`src/rtl/fp_accumulator.sv`:
```
// fp_accumulator
//
// Sums a stream of floating-point products coming out of the combinational
// multiplier. One product is taken per in_valid/in_ready handshake and is
// added into a running sum through a multi-cycle align / add / normalise /
// round sequence. When the product tagged in_last has been absorbed, the sum
// is presented on the out_valid/out_ready port.
//
// Handshakes: a transfer happens on a rising clock edge where valid and
// ready are both 1. Data and flags must be stable while valid is high and
// ready is low. Valid never depends on ready in the same cycle.
//
// Ports:
//   clk, rst_n         clock, asynchronous active-low reset
//   in_valid/in_ready  product handshake
//   in_data            product {sign, exp, frac}
//   in_exception/overflow/underflow  multiplier flags for in_data
//   in_last            this product closes the current sum
//   out_valid/out_ready  sum handshake
//   out_data           accumulated sum (0 when the exception flag is set)
//   out_exception/overflow/underflow  sticky flags of the completed sum
//   dbg_state          current FSM state, for checkers
module fp_accumulator #(
    parameter int frac_bits = 23,
    parameter int exp_bits  = 8
) (
    input  logic                        clk,
    input  logic                        rst_n,
    input  logic                        in_valid,
    output logic                        in_ready,
    input  logic [exp_bits+frac_bits:0] in_data,
    input  logic                        in_exception,
    input  logic                        in_overflow,
    input  logic                        in_underflow,
    input  logic                        in_last,
    output logic                        out_valid,
    input  logic                        out_ready,
    output logic [exp_bits+frac_bits:0] out_data,
    output logic                        out_exception,
    output logic                        out_overflow,
    output logic                        out_underflow,
    output logic [2:0]                  dbg_state
);

    localparam int W  = exp_bits + frac_bits + 1;
    // hidden one + fraction + guard, round, sticky
    localparam int MW = frac_bits + 4;
    // one spare bit so exponent over/underflow checks cannot wrap
    localparam int EW = exp_bits + 1;
    localparam logic [EW-1:0] EXP_MAX = {1'b0, {exp_bits{1'b1}}};

    typedef enum logic [2:0] {
        S_IDLE  = 3'd0,
        S_ALIGN = 3'd1,
        S_ADD   = 3'd2,
        S_NORM  = 3'd3,
        S_ROUND = 3'd4,
        S_OUT   = 3'd5
    } state_t;

    state_t state, state_nxt, done_state;

    logic [W-1:0]  acc;
    logic [W-1:0]  op_r;
    logic          exc, ovf, unf, last_r;
    logic          a_sign, sub_r;
    logic [EW-1:0] e_r;
    logic [MW-1:0] a_man, b_man;
    logic [MW:0]   m_r;             // carry bit on top

    logic accept, skip;

    // ---------------- align: order operands, shift the smaller ----------
    logic [W-1:0]        a_word, b_word;
    logic [exp_bits-1:0] ea, eb, diff;
    logic                sa, sb;
    logic [MW-1:0]       ma_ext, mb_ext, mb_sh, lost;

    always_comb begin
        // Larger magnitude goes to A; {exp, frac} compares exponent first
        // and mantissa on a tie.
        if (op_r[W-2:0] > acc[W-2:0]) begin
            a_word = op_r;
            b_word = acc;
        end else begin
            a_word = acc;
            b_word = op_r;
        end
        sa     = a_word[W-1];
        sb     = b_word[W-1];
        ea     = a_word[W-2:frac_bits];
        eb     = b_word[W-2:frac_bits];
        // Exponent 0 is zero, so the hidden bit is absent.
        ma_ext = {(ea != '0), a_word[frac_bits-1:0], 3'b000};
        mb_ext = {(eb != '0), b_word[frac_bits-1:0], 3'b000};
        diff   = ea - eb;
        lost   = mb_ext & ~({MW{1'b1}} << diff);
        if (diff > exp_bits'(MW-1)) begin
            // B lies entirely below the sticky position.
            mb_sh = {{(MW-1){1'b0}}, |mb_ext};
        end else begin
            mb_sh = (mb_ext >> diff) | {{(MW-1){1'b0}}, |lost};
        end
    end

    // ---------------- round: nearest, ties to even ----------------------
    logic [frac_bits:0]   r_mant;
    logic                 r_up, r_ovf;
    logic [frac_bits+1:0] r_sum;
    logic [EW-1:0]        r_exp;
    logic [frac_bits-1:0] r_frac;

    always_comb begin
        r_mant = m_r[MW-1:3];
        // guard set and (round | sticky | odd lsb)
        r_up   = m_r[2] & (m_r[1] | m_r[0] | m_r[3]);
        r_sum  = {1'b0, r_mant} + {{(frac_bits+1){1'b0}}, r_up};
        if (r_sum[frac_bits+1]) begin
            r_exp  = e_r + EW'(1);
            r_frac = r_sum[frac_bits:1];
        end else begin
            r_exp  = e_r;
            r_frac = r_sum[frac_bits-1:0];
        end
        r_ovf = (r_exp >= EXP_MAX);
    end

    // ---------------- control -------------------------------------------
    assign in_ready = rst_n && (state == S_IDLE);
    assign accept   = in_valid && in_ready;
    assign skip     = in_exception || in_overflow || in_underflow ||
                      (in_data[W-2:frac_bits] == '0) || exc || ovf;

    always_comb begin
        done_state = last_r ? S_OUT : S_IDLE;
    end

    always_ff @(posedge clk or negedge rst_n) begin
        if (!rst_n) state <= S_IDLE;
        else        state <= state_nxt;
    end

    always_comb begin
        state_nxt = state;
        case (state)
            S_IDLE: begin
                if (accept) begin
                    if (skip) state_nxt = in_last ? S_OUT : S_IDLE;
                    else      state_nxt = S_ALIGN;
                end
            end
            S_ALIGN: state_nxt = S_ADD;
            S_ADD:   state_nxt = S_NORM;
            S_NORM: begin
                if (m_r[MW])               state_nxt = S_ROUND;
                else if (m_r == '0)        state_nxt = done_state;
                else if (m_r[MW-1])        state_nxt = S_ROUND;
                else if (e_r == EW'(1))    state_nxt = done_state;
                // This cycle's left shift brings the leading one to the top.
                else if (m_r[MW-2])        state_nxt = S_ROUND;
                else                       state_nxt = S_NORM;
            end
            S_ROUND: state_nxt = done_state;
            S_OUT:   if (out_ready) state_nxt = S_IDLE;
            default: state_nxt = S_IDLE;
        endcase
    end

    // ---------------- datapath ------------------------------------------
    always_ff @(posedge clk or negedge rst_n) begin
        if (!rst_n) begin
            acc    <= '0;
            op_r   <= '0;
            exc    <= 1'b0;
            ovf    <= 1'b0;
            unf    <= 1'b0;
            last_r <= 1'b0;
            a_sign <= 1'b0;
            sub_r  <= 1'b0;
            e_r    <= '0;
            a_man  <= '0;
            b_man  <= '0;
            m_r    <= '0;
        end else begin
            case (state)
                S_IDLE: begin
                    if (accept) begin
                        op_r   <= in_data;
                        last_r <= in_last;
                        if (in_exception) exc <= 1'b1;
                        if (in_underflow) unf <= 1'b1;
                        if (in_overflow) begin
                            ovf <= 1'b1;
                            acc <= {in_data[W-1], {exp_bits{1'b1}}, {frac_bits{1'b0}}};
                        end
                    end
                end
                S_ALIGN: begin
                    a_sign <= sa;
                    sub_r  <= sa ^ sb;
                    e_r    <= {1'b0, ea};
                    a_man  <= ma_ext;
                    b_man  <= mb_sh;
                end
                S_ADD: begin
                    // A >= B in magnitude, so the difference is never negative.
                    if (sub_r) m_r <= {1'b0, a_man} - {1'b0, b_man};
                    else       m_r <= {1'b0, a_man} + {1'b0, b_man};
                end
                S_NORM: begin
                    if (m_r[MW]) begin
                        // keep the dropped bit alive in sticky
                        m_r <= {1'b0, m_r[MW:2], m_r[1] | m_r[0]};
                        e_r <= e_r + EW'(1);
                    end else if (m_r == '0) begin
                        acc <= '0;
                    end else if (!m_r[MW-1]) begin
                        m_r <= m_r << 1;
                        e_r <= e_r - EW'(1);
                        if (e_r == EW'(1)) begin
                            acc <= '0;
                            unf <= 1'b1;
                        end
                    end
                end
                S_ROUND: begin
                    if (r_ovf) begin
                        acc <= {a_sign, {exp_bits{1'b1}}, {frac_bits{1'b0}}};
                        ovf <= 1'b1;
                    end else begin
                        acc <= {a_sign, r_exp[exp_bits-1:0], r_frac};
                    end
                end
                S_OUT: begin
                    if (out_ready) begin
                        acc <= '0;
                        exc <= 1'b0;
                        ovf <= 1'b0;
                        unf <= 1'b0;
                    end
                end
                default: ;
            endcase
        end
    end

    // ---------------- outputs -------------------------------------------
    assign out_valid     = (state == S_OUT);
    // An exception forces a zero result, as the multiplier does.
    assign out_data      = (out_valid && !exc) ? acc : '0;
    assign out_exception = out_valid && exc;
    assign out_overflow  = out_valid && ovf;
    assign out_underflow = out_valid && unf;
    assign dbg_state     = state;

endmodule

```
`config.mk`:
```
export PLATFORM = sky130hd
export DESIGN_NAME = fp_accumulator
export DESIGN_NICKNAME = d
export VERILOG_FILES = /design/src/rtl/fp_accumulator.sv
export SDC_FILE = /design/constraint.sdc
export NUM_CORES = 1
export LEC_CHECK = 0
export ABC_AREA = 1
export ABC_CLOCK_PERIOD_IN_PS = 3700
export CAP_MARGIN = 10
export CORE_ASPECT_RATIO = 0.9
export CORE_MARGIN = 1
export CORE_UTILIZATION = 45
export CTS_BUF_LIST = sky130_fd_sc_hd__clkbuf_4
export CTS_CLUSTER_SIZE = 28
export DETAILED_ROUTE_END_ITERATION = 8
export PLACE_DENSITY = 0.63
export SYNTH_ARGS = -nofsm -noshare
export SYNTH_HDL_FRONTEND = slang
export SYNTH_SLANG_ARGS = --single-unit
```
`constraint.sdc`:
```
create_clock -name clk -period 3.7 [get_ports clk]
set_input_delay 0.925 -clock clk [delete_from_list [all_inputs] [get_ports clk]]
set_output_delay 0.925 -clock clk [all_outputs]
set_load 0.01 [all_outputs]
```
==> Word-level counts from Yosys, hierarchy flattened <==
Cells that the tools add are included.
{ "op_classes": {"eq_ne": 20, "n_addsub": 6, "mux": 50, "n_reduce_logical": 34, "shifts": 2, "bitwise": 7, "n_lt_le_gt_ge": 3} }
{ "op_table": {"columns": ["cell", "n"], "rows": [
  ["$mux W32", 10],
  ["$pmux W32 S4", 1],
  ["$mux W27", 4],
  ["$pmux W28 S2", 1],
  ["$mux W9", 4],
  ["$gt A31 B31 Y1", 1],
  ["$mux W31", 1],
  ["$mux W3", 10],
  ["$add A27 B27 Y28", 1],
  ["$logic_not A28 Y1", 1],
  ["$mux W28", 1],
  ["$sub A27 B27 Y28", 1],
  ["$and A27 B27 Y27", 1],
  ["$not A27 Y27", 1],
  ["$or A27 B1 Y27", 1],
  ["$reduce_or A27 Y1", 1],
  ["$shl A27 B8 Y27 const A", 1],
  ["$shr A27 B8 Y27", 1],
  ["$add A24 B1 Y25", 1],
  ["$reduce_or A24 Y1", 1],
  ["$mux W23", 1],
  ["$ne A2 B2 Y1 const B", 9],
  ["$pmux W3 S6", 1],
  ["$pmux W9 S2", 1],
  ["other kinds (32)", 66]
]} }
{ "word_totals": {"out_inout_bits": 40, "regBits": 161, "inputBits": 40} }

==> Longest topological paths before layout <==
{ "depth": {"ltp_word": 9, "ltp_mapped": 37, "depth_no_buf": 35} }

==> Worst setup path before layout <==
OpenSTA, ideal clock, no wires.
{ "synth_path": {"path_type": "flip-flop to flip-flop", "start": "reg acc[27]", "end": "reg b_man[12]", "path_stages_with_launch": 27, "setup_time_ps": 92, "required_ps": 3608, "arrival_time_ps": 3376, "n_path_buf": 3, "setup_slack_ps": 232, "cell_sequence": "dfrtp_1 -> inv_1 -> ha_1 -> nand2_1 -> inv_2 -> nand3_1 -> nor2_1 -> nand2_1 -> nor2_1 -> nand2_1 -> nand2_2 -> buf_6 -> nand3_2 -> nand2_1 -> nand2_2 -> ha_1 -> clkbuf_1 -> inv_1 -> nor2_1 -> nor2_1 -> o21ai_1 -> nor2_2 -> nand2_2 -> inv_2 -> nand2_2 -> buf_6 -> o31ai_2"} }
{ "synth_between": {"elab_chain_len": 6, "word_cells_on_any_way": 9} }
{ "synth_rtl": {"columns": ["item", "line_no", "rtl"], "rows": [
  ["from (decl)", "63", "logic [W-1:0] acc;"],
  ["from (signal assigned)", "194", "acc <= {in_data[W-1], {exp_bits{1'b1}}, {frac_bits{1'b0}}};"],
  ["from (signal assigned)", "228", "acc <= {a_sign, {exp_bits{1'b1}}, {frac_bits{1'b0}}};"],
  ["from (signal assigned)", "231", "acc <= {a_sign, r_exp[exp_bits-1:0], r_frac};"],
  ["$gt A31 B31 Y1", "82", "if (op_r[W-2:0] > acc[W-2:0]) begin"],
  ["$mux W32", "82", null],
  ["$sub A8 B8 Y8 / $reduce_bool A8 Y1 (equally long branches)", "96, 95", null],
  ["$shr A27 B8 Y27", "102", "mb_sh = (mb_ext >> diff) | {{(MW-1){1'b0}}, |lost};"],
  ["$or A27 B1 Y27", "102", null],
  ["$mux W27 (*)", "98", "if (diff > exp_bits'(MW-1)) begin"],
  ["to (signal assigned)", "203", "b_man <= mb_sh;"],
  ["to (decl)", "68", "logic [MW-1:0] a_man, b_man;"]
]} }
Mark *: on every way between the ends. The rest lies on a longest branch, timed or not.
A chain may end at the register's enable or synchronous reset.

==> Worst setup path in the final report <==
{ "layout_path": {"start": "reg acc[21]", "end": "reg b_man[5]"} }
The elaborated chain is that of the path after synthesis.

==> impl_metrics.ini <==
[run_status]
status = finished with violations
violations = setup timing

[clock_network]
cts_hold_repair.buffers = 0
cts_sinks = 161
clk_latency_ns = 0.63
h-tree-depth = 4
clk_pin_slew_ns = 0.16
cts_tree = built
cts_buffers = 17
clock_path_buffers = 2
clockRootBuffer = clkbuf_4

[floorplanning]
die_area_sq_um = 31900
core_sq_um = 30300
fp.dieH_microns = 170
start_util_pct = 46.4
ioPinCount = 80
placementRows = 60
die_w_microns = 188

[global_route]
antenna_found_initial = 2
grtUsageTotal_pct = 35.6
grt_max_degree = 162
grt_overflow = 0
grt_pass1_vias = 15200
grt_pass1_wl_microns = 86900

[synth]
synth-seq-cells = 161
synth-async-reset-ratio_pct = 100
syn_nets = 2259
synth_ff_type = dfrtp_1
synth_cell_types = 60
yosys_warnings = 0
synth.avg_cell_area_sq_um = 6.58
synth_edf_count = 0
syn_area_sq_um = 14000
synthCells = 2133
ys_seq_area_share_pct = 28.7

[critical_path]
crit_required_ns = 4.25
critPathMaxFanout = 6
crit_path_start_kind = register
path_common_cell = nand2_2
crit_arrival_ns = 4.46
setup.worst_path.class = reg2reg
crit_buf_inv = 4
slowest_delay_ns = 0.46
endpoint_kind = register
cp_top_family = simple AND/OR/NAND/NOR gates
r2r_slack_ns = -0.21
crit_slowest_cell = dfrtp_1

[timing]
worstMarginPinSlew_ns = 1.02
rsz0062_at_grt = yes
maxSlewHeadroom_pct = 31.9
layout_setup_ws_ns = -0.212
fin_worst_skew_ns = 0.0264
setup_viol = 26
finalMaxSlewViolations = 0
fmax_mhz = 256
period_share_pct = 106
min_period_ns = 3.91
hold_violations = 0

[detailed_routing]
avgViaCountPerCell = 5.71
drc = 0
wl_per_cell_microns = 20.5
drtAntennaViolNets = 0
drtPass1Iterations = 6
wl_microns = 58100
drt_iter0_markers = 1941
vias = 16200

[placement]
dpl.hpwl_microns = 43400
dp_slack_ns = -0.445
portBuffers = 79
place_congestion = 1.01

[finish]
fin_nets = 2550
syn_to_final_growth_pct = 35.6
drive_gt1_share_pct = 26.5

[hold_path]
min_path_type = in2async

[job]
cap_viol_max_count = 0
layer usage:
| metal | share of wire (%) | up-vias | track usage, % |
|---|---|---|---|
| li1 | - | 7672 | - |
| met1 | 44 | 7670 | 50.6 |
| met2 | 42 | 792 | 52.1 |
| met3 | 10 | 102 | 9.68 |
| met4 | 3.2 | 2 | 10.7 |
| met5 | 0.022 | - | 0 |
final timing paths:
check | startpoint | endpoint | cells past startpoint
max | acc[21] | b_man[5] | 29
min | rst_n | e_r[3] | 2
max reg2reg | acc[21] | b_man[5] | 29
min reg2reg | last_r | last_r | 2
max in group asynchronous | rst_n | op_r[29] | 2
min in group clk | last_r | last_r | 2
flip-flops by register name, summed over array words and instances (netlist names):
register / cells
e_r: 9
op_r: 32
dbg_state: 3
unf: 1
exc: 1
b_man: 27
a_man: 24
m_r: 28
a_sign: 1
acc: 32
ovf: 1
sub_r: 1
last_r: 1
worst reg2reg max path: cells and delay by family (launching register included):
kind,cells,cell delay (ns)
AND/OR/NAND/NOR,21,2.21
flip-flops,1,0.46
adder cells (fa/ha/maj),2,0.44
AO/OA/AOI/OAI,2,0.26
buffers and inverters,4,0.49
layout by cell type (no fill, tap or decap), drive strengths merged, types with 9 or more instances in the layout:
| cell type | synthesis | routed |
|---|---|---|
| a21oi | 142 | 142 |
| nor4 | 17 | 17 |
| ha | 85 | 85 |
| o22ai | 29 | 29 |
| o21ai | 159 | 159 |
| a221oi | 21 | 21 |
| clkbuf | 60 | 20 |
| nor3 | 18 | 18 |
| a31oi | 12 | 12 |
| o221ai | 11 | 11 |
| nand3 | 182 | 183 |
| clkdlybuf4s50 | 0 | 77 |
| xor2 | 32 | 32 |
| or2 | 12 | 12 |
| nand4 | 28 | 28 |
| dfrtp | 161 | 161 |
| clkinv | 5 | 9 |
| nand2 | 549 | 549 |
| buf | 33 | 285 |
| inv | 283 | 285 |
| nor2 | 207 | 207 |
| a22oi | 26 | 26 |
through the flow:
stage / instance area [sq um] / TNS [ns] / hold WS, ns / util [%] / instances
2_1_floorplan: 14000 / 0 / 0.449 / - / 2133
3_3_place_gp: 16800 / -9.39 / 0.515 / 55.5 / 2764
3_5_place_dp: 16800 / -7.55 / 0.515 / 55.5 / 2764
4_1_cts: 17900 / -0.436 / 0.495 / 59.3 / 2826
5_1_grt: 19000 / -7.44 / 0.497 / 62.9 / 2842
6_report: 19000 / -2.59 / 0.388 / 62.9 / 2842
kinds of logic after synthesis:
| group | count (synthesis) | synth area share, % |
|---|---|---|
| DFF | 161 | 28.7 |
| adders and majority gates | 86 | 7.72 |
| muxes | 7 | 0.552 |
| xor gates and xnor gates | 34 | 2.17 |
| buffers and inverters | 381 | 10.7 |
| AOI/OAI and AO/OA | 449 | 19.0 |
| and+or+nand+nor | 1015 | 31.1 |
synthesized netlist by cell type, types with 4 or more instances:
library cell / n / area [sq um]
nand2_1: 530 / 1990
inv_1: 277 / 1040
nor2_1: 188 / 706
nand3_1: 175 / 876
dfrtp_1: 161 / 4030
a21oi_1: 140 / 701
o21ai_0: 133 / 666
ha_1: 85 / 1060
clkbuf_1: 60 / 225
xor2_1: 31 / 272
o22ai_1: 29 / 181
nand4_1: 28 / 175
a22oi_1: 26 / 195
o21ai_1: 23 / 115
a221oi_1: 21 / 184
buf_2: 18 / 90.1
nor3_1: 18 / 90.1
nand2_2: 17 / 106
nor4_1: 17 / 106
nor2_2: 16 / 100
a31oi_1: 12 / 75.1
o221ai_1: 11 / 96.3
or2_2: 11 / 68.8
buf_1: 8 / 30.0
o21a_1: 7 / 52.6
o21bai_1: 7 / 52.6
buf_6: 6 / 67.6
inv_2: 6 / 22.5
mux2_2: 6 / 67.6
nand3_2: 6 / 60.1
a21boi_0: 5 / 37.5
clkinv_1: 5 / 18.8
o32ai_1: 5 / 43.8
a21o_1: 4 / 30.0
o211ai_1: 4 / 30.0
final cells by class:
class | instances | area (sq um)
Antenna cell | 2 | 5.00
Multi-Input combinational cell | 1592 | 9910
Fill cell | 2720 | 11200
Clock inverter | 13 | 161
Tap cell | 403 | 504
Sequential cell | 161 | 4030
Clock buffer | 19 | 143
Timing Repair Buffer | 364 | 3200
Inverter | 288 | 1090
what timing repair did:
action                     in CTS  in global routing
setup buffers                  27                 14
gates cloned                    3                  1
setup endpoints to repair      28                 56
resized for setup             133                237
pin swaps                      53                103
Power is left out: the tool's default activity adds up to more than one toggle a clock period on the data nets, which glitch-free logic cannot reach.
